File: config.mk
export PLATFORM = sky130hd
export DESIGN_NAME = blur_filter
export DESIGN_NICKNAME = d
export VERILOG_FILES = /design/src/rtl/blur_pkg.sv /design/src/rtl/blur_line_buffer.sv /design/src/rtl/blur_filter.sv
export SDC_FILE = /design/constraint.sdc
export NUM_CORES = 1
export LEC_CHECK = 0
export CAP_MARGIN = 30
export CORE_MARGIN = 4
export CORE_UTILIZATION = 40
export DETAILED_ROUTE_END_ITERATION = 12
export PLACE_DENSITY = 0.57
export SYNTH_ARGS = -nofsm -noshare
export SYNTH_HDL_FRONTEND = slang
export SYNTH_SLANG_ARGS = --single-unit
export TNS_END_PERCENT = 100
File: constraint.sdc
create_clock -name clk -period 9.31 [get_ports clk]
set_input_delay 0.931 -clock clk [delete_from_list [all_inputs] [get_ports clk]]
set_output_delay 0.931 -clock clk [all_outputs]
set_load 0.005 [all_outputs]
File: src/rtl/blur_pkg.sv
// rtl/blur_pkg.sv - shared constants, kernel weights and FSM state type for blur_filter
//
// Purpose: default geometry, 3x3 Gaussian kernel weights, accumulator width
//          and the frame-sequencing state enum used by blur_filter.
// Ports:   none (package).
package blur_pkg;

  localparam int DEF_WIDTH  = 28;
  localparam int DEF_HEIGHT = 28;
  localparam int DEF_ADDR_W = 11;

  // [1 2 1; 2 4 2; 1 2 1] / 16
  localparam int K_CORNER = 1;
  localparam int K_EDGE   = 2;
  localparam int K_CENTRE = 4;

  // 16 * 255 = 4080 fits in 12 bits, with headroom for the +8 rounding term
  localparam int SUM_W = 12;

  typedef enum logic [1:0] {
    IDLE  = 2'd0,
    READ  = 2'd1,
    FLUSH = 2'd2
  } state_t;

endpackage

File: src/rtl/blur_line_buffer.sv
// rtl/blur_line_buffer.sv - DEPTH-deep 8-bit shift delay line for one image row
//
// Purpose: delays the sample stream by exactly DEPTH shifts.
// Ports:   clk     - clock
//          reset   - synchronous active-high reset, clears contents
//          i_en    - shift enable
//          i_data  - sample shifted in
//          o_data  - sample shifted in DEPTH enables ago
module blur_line_buffer #(
  parameter int DEPTH = 28
) (
  input  logic       clk,
  input  logic       reset,
  input  logic       i_en,
  input  logic [7:0] i_data,
  output logic [7:0] o_data
);

  logic [7:0] r_mem [DEPTH];

  always_ff @(posedge clk) begin
    if (reset) begin
      for (int i = 0; i < DEPTH; i++) r_mem[i] <= 8'd0;
    end else if (i_en) begin
      r_mem[0] <= i_data;
      for (int i = 1; i < DEPTH; i++) r_mem[i] <= r_mem[i-1];
    end
  end

  assign o_data = r_mem[DEPTH-1];

endmodule

File: src/rtl/blur_filter.sv
// rtl/blur_filter.sv - streaming 3x3 Gaussian blur with zero padding, BRAM source
//
// Purpose: on start, reads a WIDTH x HEIGHT image from BRAM in raster order and
//          emits one blurred pixel per cycle. Build option BLUR_ROUND_EN selects
//          round-half-up instead of truncation of sum/16.
// Ports:   clk, reset          - clock, synchronous active-high reset
//          start               - frame start request (accepted when idle)
//          busy, done          - frame in progress / one-cycle completion pulse
//          bram_addr, bram_en  - source read port (data one cycle later)
//          bram_data           - source pixel
//          pixel, pixel_valid  - blurred output stream
module blur_filter
  import blur_pkg::*;
#(
  parameter int WIDTH  = DEF_WIDTH,
  parameter int HEIGHT = DEF_HEIGHT,
  parameter int ADDR_W = DEF_ADDR_W
) (
  input  logic              clk,
  input  logic              reset,
  input  logic              start,
  output logic              busy,
  output logic              done,
  output logic [ADDR_W-1:0] bram_addr,
  output logic              bram_en,
  input  logic [7:0]        bram_data,
  output logic [7:0]        pixel,
  output logic              pixel_valid
);

  localparam int N   = WIDTH * HEIGHT;
  localparam int J_W = ADDR_W + 1;  // sample index runs to N+WIDTH

  state_t            r_state, w_state_next;
  logic [ADDR_W-1:0] r_cnt;         // address in READ, flush cycle in FLUSH
  logic              r_shift;       // a sample is entering the window this cycle
  logic              r_is_data;     // that sample comes from BRAM (else zero)
  logic [J_W-1:0]    r_j;           // index of the sample entering this cycle
  logic [ADDR_W-1:0] r_row, r_col;  // position of the output being computed
  logic              r_busy, r_done, r_pixel_valid, r_pixel_last;
  logic [7:0]        r_pixel;
  // Registered window columns: [1] = centre column, [0] = left column
  logic [7:0]        r_win_t [2];
  logic [7:0]        r_win_m [2];
  logic [7:0]        r_win_b [2];

  logic [7:0]        w_sample, w_lb1, w_lb2, w_result;
  logic [7:0]        w_tap [3][3];
  logic [SUM_W-1:0]  w_sum;
  logic              w_accept, w_emit, w_last;
  logic              w_top_ok, w_bot_ok, w_left_ok, w_right_ok;

  assign w_accept = (r_state == IDLE) && start && !r_busy;
  assign w_sample = r_is_data ? bram_data : 8'd0;
  // The first complete window needs WIDTH+1 samples already behind it
  assign w_emit   = r_shift && (r_j > J_W'(WIDTH));
  assign w_last   = (r_row == ADDR_W'(HEIGHT-1)) && (r_col == ADDR_W'(WIDTH-1));

  always_comb begin
    w_state_next = r_state;
    case (r_state)
      IDLE:    if (w_accept) w_state_next = READ;
      READ:    if (r_cnt == ADDR_W'(N-1)) w_state_next = FLUSH;
      FLUSH:   if (r_cnt == ADDR_W'(WIDTH)) w_state_next = IDLE;
      default: w_state_next = IDLE;
    endcase
  end

  blur_line_buffer #(.DEPTH(WIDTH)) u_lb1 (
    .clk(clk), .reset(reset), .i_en(r_shift), .i_data(w_sample), .o_data(w_lb1)
  );
  blur_line_buffer #(.DEPTH(WIDTH)) u_lb2 (
    .clk(clk), .reset(reset), .i_en(r_shift), .i_data(w_lb1), .o_data(w_lb2)
  );

  // Buffers are never cleared between rows; stale or wrapped taps are masked
  // from the output position instead.
  assign w_top_ok   = (r_row != '0);
  assign w_bot_ok   = (r_row != ADDR_W'(HEIGHT-1));
  assign w_left_ok  = (r_col != '0);
  assign w_right_ok = (r_col != ADDR_W'(WIDTH-1));

  always_comb begin
    w_tap[0][0] = (w_top_ok && w_left_ok)  ? r_win_t[0] : 8'd0;
    w_tap[0][1] =  w_top_ok                ? r_win_t[1] : 8'd0;
    w_tap[0][2] = (w_top_ok && w_right_ok) ? w_lb2      : 8'd0;
    w_tap[1][0] =  w_left_ok               ? r_win_m[0] : 8'd0;
    w_tap[1][1] =  r_win_m[1];
    w_tap[1][2] =  w_right_ok              ? w_lb1      : 8'd0;
    w_tap[2][0] = (w_bot_ok && w_left_ok)  ? r_win_b[0] : 8'd0;
    w_tap[2][1] =  w_bot_ok                ? r_win_b[1] : 8'd0;
    w_tap[2][2] = (w_bot_ok && w_right_ok) ? w_sample   : 8'd0;
  end

  always_comb begin
    w_sum = SUM_W'(K_CORNER) * (SUM_W'(w_tap[0][0]) + SUM_W'(w_tap[0][2]) +
                                SUM_W'(w_tap[2][0]) + SUM_W'(w_tap[2][2]))
          + SUM_W'(K_EDGE)   * (SUM_W'(w_tap[0][1]) + SUM_W'(w_tap[1][0]) +
                                SUM_W'(w_tap[1][2]) + SUM_W'(w_tap[2][1]))
          + SUM_W'(K_CENTRE) *  SUM_W'(w_tap[1][1]);
  end

`ifdef BLUR_ROUND_EN
  assign w_result = 8'((w_sum + SUM_W'(8)) >> 4);
`else
  assign w_result = 8'(w_sum >> 4);
`endif

  always_ff @(posedge clk) begin
    if (reset) begin
      r_state       <= IDLE;
      r_cnt         <= '0;
      r_shift       <= 1'b0;
      r_is_data     <= 1'b0;
      r_j           <= '0;
      r_row         <= '0;
      r_col         <= '0;
      r_busy        <= 1'b0;
      r_done        <= 1'b0;
      r_pixel       <= 8'd0;
      r_pixel_valid <= 1'b0;
      r_pixel_last  <= 1'b0;
      for (int i = 0; i < 2; i++) begin
        r_win_t[i] <= 8'd0;
        r_win_m[i] <= 8'd0;
        r_win_b[i] <= 8'd0;
      end
    end else begin
      r_state <= w_state_next;
      if (r_state != w_state_next)  r_cnt <= '0;
      else if (r_state != IDLE)     r_cnt <= r_cnt + ADDR_W'(1);
      // BRAM data lags the address by one cycle, so the stream does too
      r_shift   <= (r_state != IDLE);
      r_is_data <= (r_state == READ);

      if (w_accept) begin
        r_j <= '0;
      end else if (r_shift) begin
        r_j        <= r_j + J_W'(1);
        r_win_t[0] <= r_win_t[1];
        r_win_m[0] <= r_win_m[1];
        r_win_b[0] <= r_win_b[1];
        r_win_t[1] <= w_lb2;
        r_win_m[1] <= w_lb1;
        r_win_b[1] <= w_sample;
      end

      if (w_accept) begin
        r_row <= '0;
        r_col <= '0;
      end else if (w_emit) begin
        if (r_col == ADDR_W'(WIDTH-1)) begin
          r_col <= '0;
          r_row <= r_row + ADDR_W'(1);
        end else begin
          r_col <= r_col + ADDR_W'(1);
        end
      end

      r_pixel_valid <= w_emit;
      r_pixel_last  <= w_emit && w_last;
      if (w_emit) r_pixel <= w_result;

      // busy spans the output pipeline drain, so a new start waits for done
      r_done <= r_pixel_last;
      if (w_accept)          r_busy <= 1'b1;
      else if (r_pixel_last) r_busy <= 1'b0;
    end
  end

  assign busy        = r_busy;
  assign done        = r_done;
  assign bram_en     = (r_state == READ);
  assign bram_addr   = (r_state == READ) ? r_cnt : '0;
  assign pixel       = r_pixel;
  assign pixel_valid = r_pixel_valid;

endmodule

==> results of run 1 <==
==> how the worst max path moves through the flow <==
stage / start / end / slack, ns / cells after the start
2_1_floorplan: reset / u_lb1.r_mem[0][0]$_SDFFCE_PN0P_ / 1.82 / 3
3_3_place_gp: r_row[7]$_SDFFE_PP0P_ / pixel[7]$_SDFFE_PP0P_ / 2.30 / 24
3_5_place_dp: r_row[7]$_SDFFE_PP0P_ / pixel[7]$_SDFFE_PP0P_ / 2.24 / 25
4_1_cts: r_row[7]$_SDFFE_PP0P_ / pixel[7]$_SDFFE_PP0P_ / 2.21 / 25
5_1_grt: r_row[7]$_SDFFE_PP0P_ / pixel[7]$_SDFFE_PP0P_ / 1.69 / 25
6_report: r_row[7]$_SDFFE_PP0P_ / pixel[7]$_SDFFE_PP0P_ / 2.24 / 25
==> routing by layer <==
layer / vias up / part of all wire [%]
li1: 5691 / -
met1: 5833 / 50
met2: 130 / 43
met3: 71 / 3.3
met4: 0 / 3.1
met5: - / 0
==> sequential cells by signal (all words and copies together), names as in the netlist, 11 cells and up <==
register	count
r_cnt	11
r_col	11
r_j	12
r_row	11
r_win_b	16
r_win_m	16
r_win_t	16
u_lb1.r_mem	224
u_lb2.r_mem	224
==> stage by stage <==
stage | instance area [um2] | cells | hold slack, ns | util [%] | setup WS (ns)
global placement | 24270 | 2370 | 0.4409 | 42.63 | 2.304
finish | 26080 | 2477 | 0.4475 | 45.80 | 2.235
CTS | 26080 | 2477 | 0.4537 | 45.80 | 2.211
global route | 26080 | 2477 | 0.4683 | 45.80 | 1.688
floorplan | 23190 | 1649 | 0.4286 | - | 1.819
detailed placement | 24320 | 2372 | 0.4467 | 42.72 | 2.244
==> kinds of logic (layout without fill, tap and decap cells) <==
group	Yosys count	in the layout	synth area share (%)
flip-flops	557	557	69.49
adder cells (fa/ha/maj)	76	76	5.557
AND/OR/NAND/NOR	763	763	18.94
AO/OA/AOI/OAI	57	57	1.764
buffers and inverters	149	221	2.471
multiplexers	2	2	0.08632
XOR/XNOR	45	45	1.699
==> placed cells by master, fill, tap and decap left out, types with 31 or more instances in the layout <==
master,instances
fa_1,45
clkdlybuf4s50_1,32
edfxtp_1,496
inv_1,71
nand2_1,82
and3_1,43
and2_1,311
nor2b_1,166
ha_1,31
nor2_1,80
clkbuf_16,56
dfxtp_1,61
==> power by group through the flow <==
stage / registers (uW) / logic (uW) / clock network [uW]
6_report: 2940 / 350 / 2150
5_1_grt: 2950 / 398 / 2330
4_1_cts: 2940 / 357 / 2230
3_5_place_dp: 2990 / 356 / 0
3_3_place_gp: 2990 / 350 / 0
2_1_floorplan: 2990 / 264 / 0
==> worst register-to-register path, cell delays in order, from the launching register on <==
cell      delay, ns
dfxtp_1        0.33
or4_4          0.54
nor2b_1        0.12
nand4_1        0.41
and2_1         0.37
fa_1           0.53
inv_1          0.05
fa_1           0.58
inv_1          0.06
ha_1           0.29
a21o_1         0.16
a21oi_1        0.23
o22ai_1        0.16
nor2_1         0.14
xor2_1         0.20
fa_1           0.45
fa_1           0.47
fa_1           0.54
inv_1          0.04
ha_1           0.36
a211oi_1       0.27
nor2_1         0.11
nor2_1         0.19
o21ba_2        0.16
o221ai_1       0.10
o21ai_1        0.15
==> layout make-up <==
cell class,instances,area share (%)
inverters,72,1.036
flip-flops and latches,557,61.80
clock buffers,78,5.844
clock inverters,27,0.8925
repair buffers,44,1.809
multi-input cells,943,24.99
well taps,756,3.627
==> synthesized netlist by cell type, types with 3 or more instances <==
master      n
edfxtp_1  496
and2_1    311
nor2b_1   167
nand2_1    83
nor2_1     80
clkbuf_1   72
inv_1      71
dfxtp_1    61
fa_1       45
and3_1     43
ha_1       31
xor2_1     29
nand4_1    18
nand3_1    17
a21oi_1    16
xnor2_1    16
o21ai_0    11
nor3_1      9
or3_1       8
nand2b_1    7
a21o_1      3
o211ai_1    3
==> run metrics, run 1 <==
status=finished clean; Setup Crit Path Kind=reg -> reg; CP endpoint kind=flip-flop; Reg2Reg Capture Point=pixel[7]$_SDFFE_PP0P_; area of the core=56,930 um2; area of the multi-input gates=6516 um2; Syn Nets=1,736; Ys Warns=0; Combinational Power Share=6.4%; share of cells above drive strength 1=5.811%; r2r startpoint=r_row[7]$_SDFFE_PP0P_; Synth area leader=edfxtp_1; area grow syn2layout=12.44%; CTS Buf Count=56; CP Launch Type=flip-flop; Async SR Flop Fraction=0%; 1st-pass router iterations=5; Area contributors post-synth=edfxtp_1 (64%), and2_1 (8.4%), dfxtp_1 (5.3%); Seq/Total Area, Yosys=69.49%; post-synth cell types=61; NetSw=1214 uW; Avg WL per Cell=15.75 um; PortBufs=33; crit-path most repeated cell=fa_1; Period minus WS final=7.075 ns; post_cts resized=0; cell area power density=208.5 nW/um2; syn_area_per_cell=14.06 um2; Clk network pwr share=39.5%; Antenna Cells=0; Clock Tree Buf Depth=3; Setup Buffers After CTS=0; vias in the first global route=11,633; Clock Latency Late Sink=0.63 ns; cts hold-fix bufs=0; All-Layer GR Usage=12.41%; Post-synth EDFFs=496; met2 Usage GRT=18.63%; Post-synth top flop=edfxtp_1; Worst Reg-to-Reg Cells=25; Fillers=5,060; Slew @ Worst Pin=1.060 ns; internal power=4222 uW; Final Hold Viols=0; sum of negative setup slack=0 ns; total number of vias=11,725; Yosys reg bits=557; clk slew on worst S/H paths=0.06 ns; CTS tree=built; Worst Skew=0.03308 ns; CP max FO=11; Bufs and invs on worst path=3; initial core utilization=40.74%; Sink Count=557; initial antenna violation count=0; Slew HR=29.33%; GPL Wtd Cong=0.8370; RSZ-0062 raised after global routing=false; Hold Path End=pixel[1]$_SDFFE_PP0P_; hpwl dp=22.15 mm; busiest grt layer=met2; 1st-iter DRT viols=906; P_leak=0.009649 uW; VDD IR max=141.2 uV; Final #Nets=1,761; max-slew violations=0; Hold Path Class=reg -> reg; Reg power frac=54.0%; delay-heaviest family, CP=adder cells; Cells after Synth=1,649; Rows=87; Yosys top cell area share=64.22%; antenna viol nets, final=0; Final Setup Violations=0; H-tree levels=2; DIE AREA=61,900 um2; Critical Path RT=9.85 ns; Synth Cell Area=23,190 um2; hold depth=2; Storage cell area=16,120 um2; max-cap viol count=0; first-pass GRT wire length=63.26 mm; largest net degree at the start of global routing=201; max incr delay on CP=0.58 ns; fmax=0.1413 GHz; Power Total=5436 uW; drt total wl=39.02 mm; Die Width=248.8 um; die height=248.8 um; met1 usage=18.10%; Critical Path AT=7.61 ns; CP max stage cell=fa_1; Remaining DRCs=0; switching part of the total power=22.34%; r2r setup slk=2.24 ns; met3 Use GR=2.328%; IO Count=34; root buffer cell=clkbuf_16; Hold Crit Start=pixel[1]$_SDFFE_PP0P_; GRT overflow=0; period utilization=75.99%; routed vias/inst=4.734
Power figures use the tool's default switching activity.
==> run 2: changes to the inputs <==
--- a/config.mk
+++ b/config.mk
@@ -9,7 +9,7 @@
 export CORE_MARGIN = 4
 export CORE_UTILIZATION = 40
 export DETAILED_ROUTE_END_ITERATION = 12
-export PLACE_DENSITY = 0.57
+export PLACE_DENSITY = 0.59
 export SYNTH_ARGS = -nofsm -noshare
 export SYNTH_HDL_FRONTEND = slang
 export SYNTH_SLANG_ARGS = --single-unit
==> constraint.sdc (replaced) <==
create_clock -name clk -period 5.81 [get_ports clk]
set_input_delay 0.581 -clock clk [delete_from_list [all_inputs] [get_ports clk]]
set_output_delay 0.581 -clock clk [all_outputs]
set_load 0.005 [all_outputs]
==> run 2 against run 1 <==
Effect of this change: sequential share of layout area is 1.8 points lower; wire length is 0.77% higher; the flow now finishes with violations (setup timing); count of clock-buffer cells in the layout is 10 lower; highest routed layer unchanged; worst setup slack worse by 2.7 ns.
==> run metrics, run 2 (same netlist as run 1, synthesis figures left out) <==
status=finished with violations; failing checks=setup timing; Sink Count=557; crit-path most repeated cell=fa_1; CTS tree=built; 1st-iter DRT viols=796; area of the multi-input gates=6756 um2; Combinational Power Share=7.9%; most frequent cells in the layout=edfxtp_1 (496), and2_1 (309), nor2b_1 (165); PortBufs=33; NetSw=1970 uW; max-slew violations=0; Hold Path Class=reg -> reg; fin util=47.17%; Critical Path RT=6.30 ns; Rows=87; CP Launch Type=flip-flop; root buffer cell=clkbuf_16; Hold Path End=pixel[7]$_SDFFE_PP0P_; Avg WL per Cell=15.50 um; switching part of the total power=22.02%; DIE AREA=61,900 um2; initial core utilization=40.74%; cell area power density=333.1 nW/um2; Setup Crit Path Kind=reg -> reg; Final Setup Violations=8; area grow syn2layout=15.79%; CP endpoint kind=flip-flop; clk slew on worst S/H paths=0.06 ns; dpl cells=2,432; Reg power frac=52.6%; placed inst area=24,840 um2; Slew @ Worst Pin=0.9150 ns; Critical Path AT=6.73 ns; Antenna Cells=0; die height=248.8 um; hpwl dp=22.65 mm; Period minus WS final=6.245 ns; CP max FO=5; fin area=26,850 um2; max incr delay on CP=0.54 ns; r2r setup slk=-0.43 ns; Final Hold Viols=0; CP max stage cell=fa_1; post-route setup slack=-0.4348 ns; All-Layer GR Usage=12.47%; GPL Wtd Cong=0.8434; r2r startpoint=r_row[10]$_SDFFE_PP0P_; Slew HR=38.85%; VDD IR max=263.7 uV; initial antenna violation count=0; Final #Nets=1,824; Hold Crit Start=pixel[7]$_SDFFE_PP0P_; Largest regs=u_lb1.r_mem: 224 flops, u_lb2.r_mem: 224 flops; routed vias/inst=4.754; CTS Buf Count=56; vias in the first global route=12,139; internal power=6975 uW; Clock Latency Late Sink=0.60 ns; H-tree levels=2; fmax=0.1601 GHz; period utilization=107.5%; first-pass GRT wire length=64.28 mm; Storage cell area=16,120 um2; area of the core=56,930 um2; Worst Skew=0.01049 ns; 1st-pass router iterations=5; Worst Reg-to-Reg Cells=28; Reg2Reg Capture Point=pixel[5]$_SDFFE_PP0P_; total number of vias=12,060; share of cells above drive strength 1=12.18%; Fillers=4,974; Remaining DRCs=0; most common cell after layout, fill and taps aside=edfxtp_1; Non-Filler Instances=2,537; worst hold slack=0.4737 ns; P_leak=0.01004 uW; IO Count=34; antenna viol nets, final=0; RSZ-0062 raised after global routing=true; hold depth=2; Clk network pwr share=39.5%; largest net degree at the start of global routing=214; max-cap viol count=0; Clock Tree Buf Depth=3; sum of negative setup slack=-2.341 ns; drt total wl=39.32 mm; cts hold-fix bufs=0; GRT overflow=0; Die Width=248.8 um
## run 2: changes by cell type in the layout (fill, tap and decap cells not counted), moves of 6 or more
| cell | change |
|---|---|
| o21ai_0 | -6 |
| inv_2 | +7 |
| inv_1 | -7 |
| buf_4 | +58 |
| ha_1 | -9 |
| ha_4 | +8 |
| clkbuf_1 | -11 |
## run 2: area by class of cell
cell class	count	area share (%)
clock inverters	34	1.188
flip-flops and latches	557	60.01
inverters	72	1.006
repair buffers	107	3.560
multi-input cells	943	25.16
well taps	756	3.522
clock buffers	68	5.549
## run 2: worst max path at each step
| stage | slack [ns] | cells after the start | end | startpoint |
|---|---|---|---|---|
| final | -0.43 | 28 | pixel[5]$_SDFFE_PP0P_ | r_row[10]$_SDFFE_PP0P_ |
| after global routing | -0.67 | 28 | pixel[6]$_SDFFE_PP0P_ | r_row[8]$_SDFFE_PP0P_ |
| after CTS | -0.52 | 28 | pixel[5]$_SDFFE_PP0P_ | r_row[10]$_SDFFE_PP0P_ |
| after detailed placement | -0.65 | 28 | pixel[5]$_SDFFE_PP0P_ | r_row[10]$_SDFFE_PP0P_ |
| after global placement | -0.52 | 28 | pixel[5]$_SDFFE_PP0P_ | r_row[10]$_SDFFE_PP0P_ |
| after floorplan | -0.39 | 25 | pixel[7]$_SDFFE_PP0P_ | r_row[10]$_SDFFE_PP0P_ |
## run 2: metrics by stage
step	worst slack [ns]	total power, uW
floorplan	-0.3904	5224
global route	-0.6743	9337
global placement	-0.5226	5426
finish	-0.4348	8945
detailed placement	-0.6529	5440
CTS	-0.5232	9048
## run 2: what timing repair did
| item | 4_1_cts | 5_1_grt |
|---|---|---|
| pin swaps | 36 | 22 |
| endpoints found under the setup margin | 8 | 8 |
| resized for setup | 18 | 24 |
| buffers inserted | 3 | 1 |
| gates cloned | 0 | 0 |
## run 2: power by group through the flow
stage | logic [uW] | clock network [uW] | registers, uW
after global routing | 792 | 3820 | 4730
after detailed placement | 652 | 0 | 4790
after CTS | 690 | 3650 | 4710
after floorplan | 449 | 0 | 4770
after global placement | 637 | 0 | 4790
final | 705 | 3530 | 4710
## run 2: critical path, delay by kind of cell (launching register included)
kind | cells | cell delay, ns
flops | 1 | 0.31
fa+ha+maj | 8 | 3.09
compound gates | 5 | 0.58
buf+inv | 6 | 0.51
simple gates | 9 | 1.63
## run 2: per-layer routing
metal / vias to the layer above / track usage, % / part of all wire [%]
met2: 153 / 19.30 / 45
met4: 0 / 3.911 / 2.4
li1: 5807 / - / -
met5: - / 0 / 0
met1: 6033 / 17.96 / 48
met3: 67 / 2.370 / 4.0
==> run 3: changes to the inputs <==
--- a/config.mk
+++ b/config.mk
@@ -10,6 +10,7 @@
 export CORE_UTILIZATION = 40
 export DETAILED_ROUTE_END_ITERATION = 12
 export PLACE_DENSITY = 0.59
+export SLEW_MARGIN = 20
 export SYNTH_ARGS = -nofsm -noshare
 export SYNTH_HDL_FRONTEND = slang
 export SYNTH_SLANG_ARGS = --single-unit
==> results of run 3 <==
The final DEF is identical to that of run 2; final timing and power are the same.
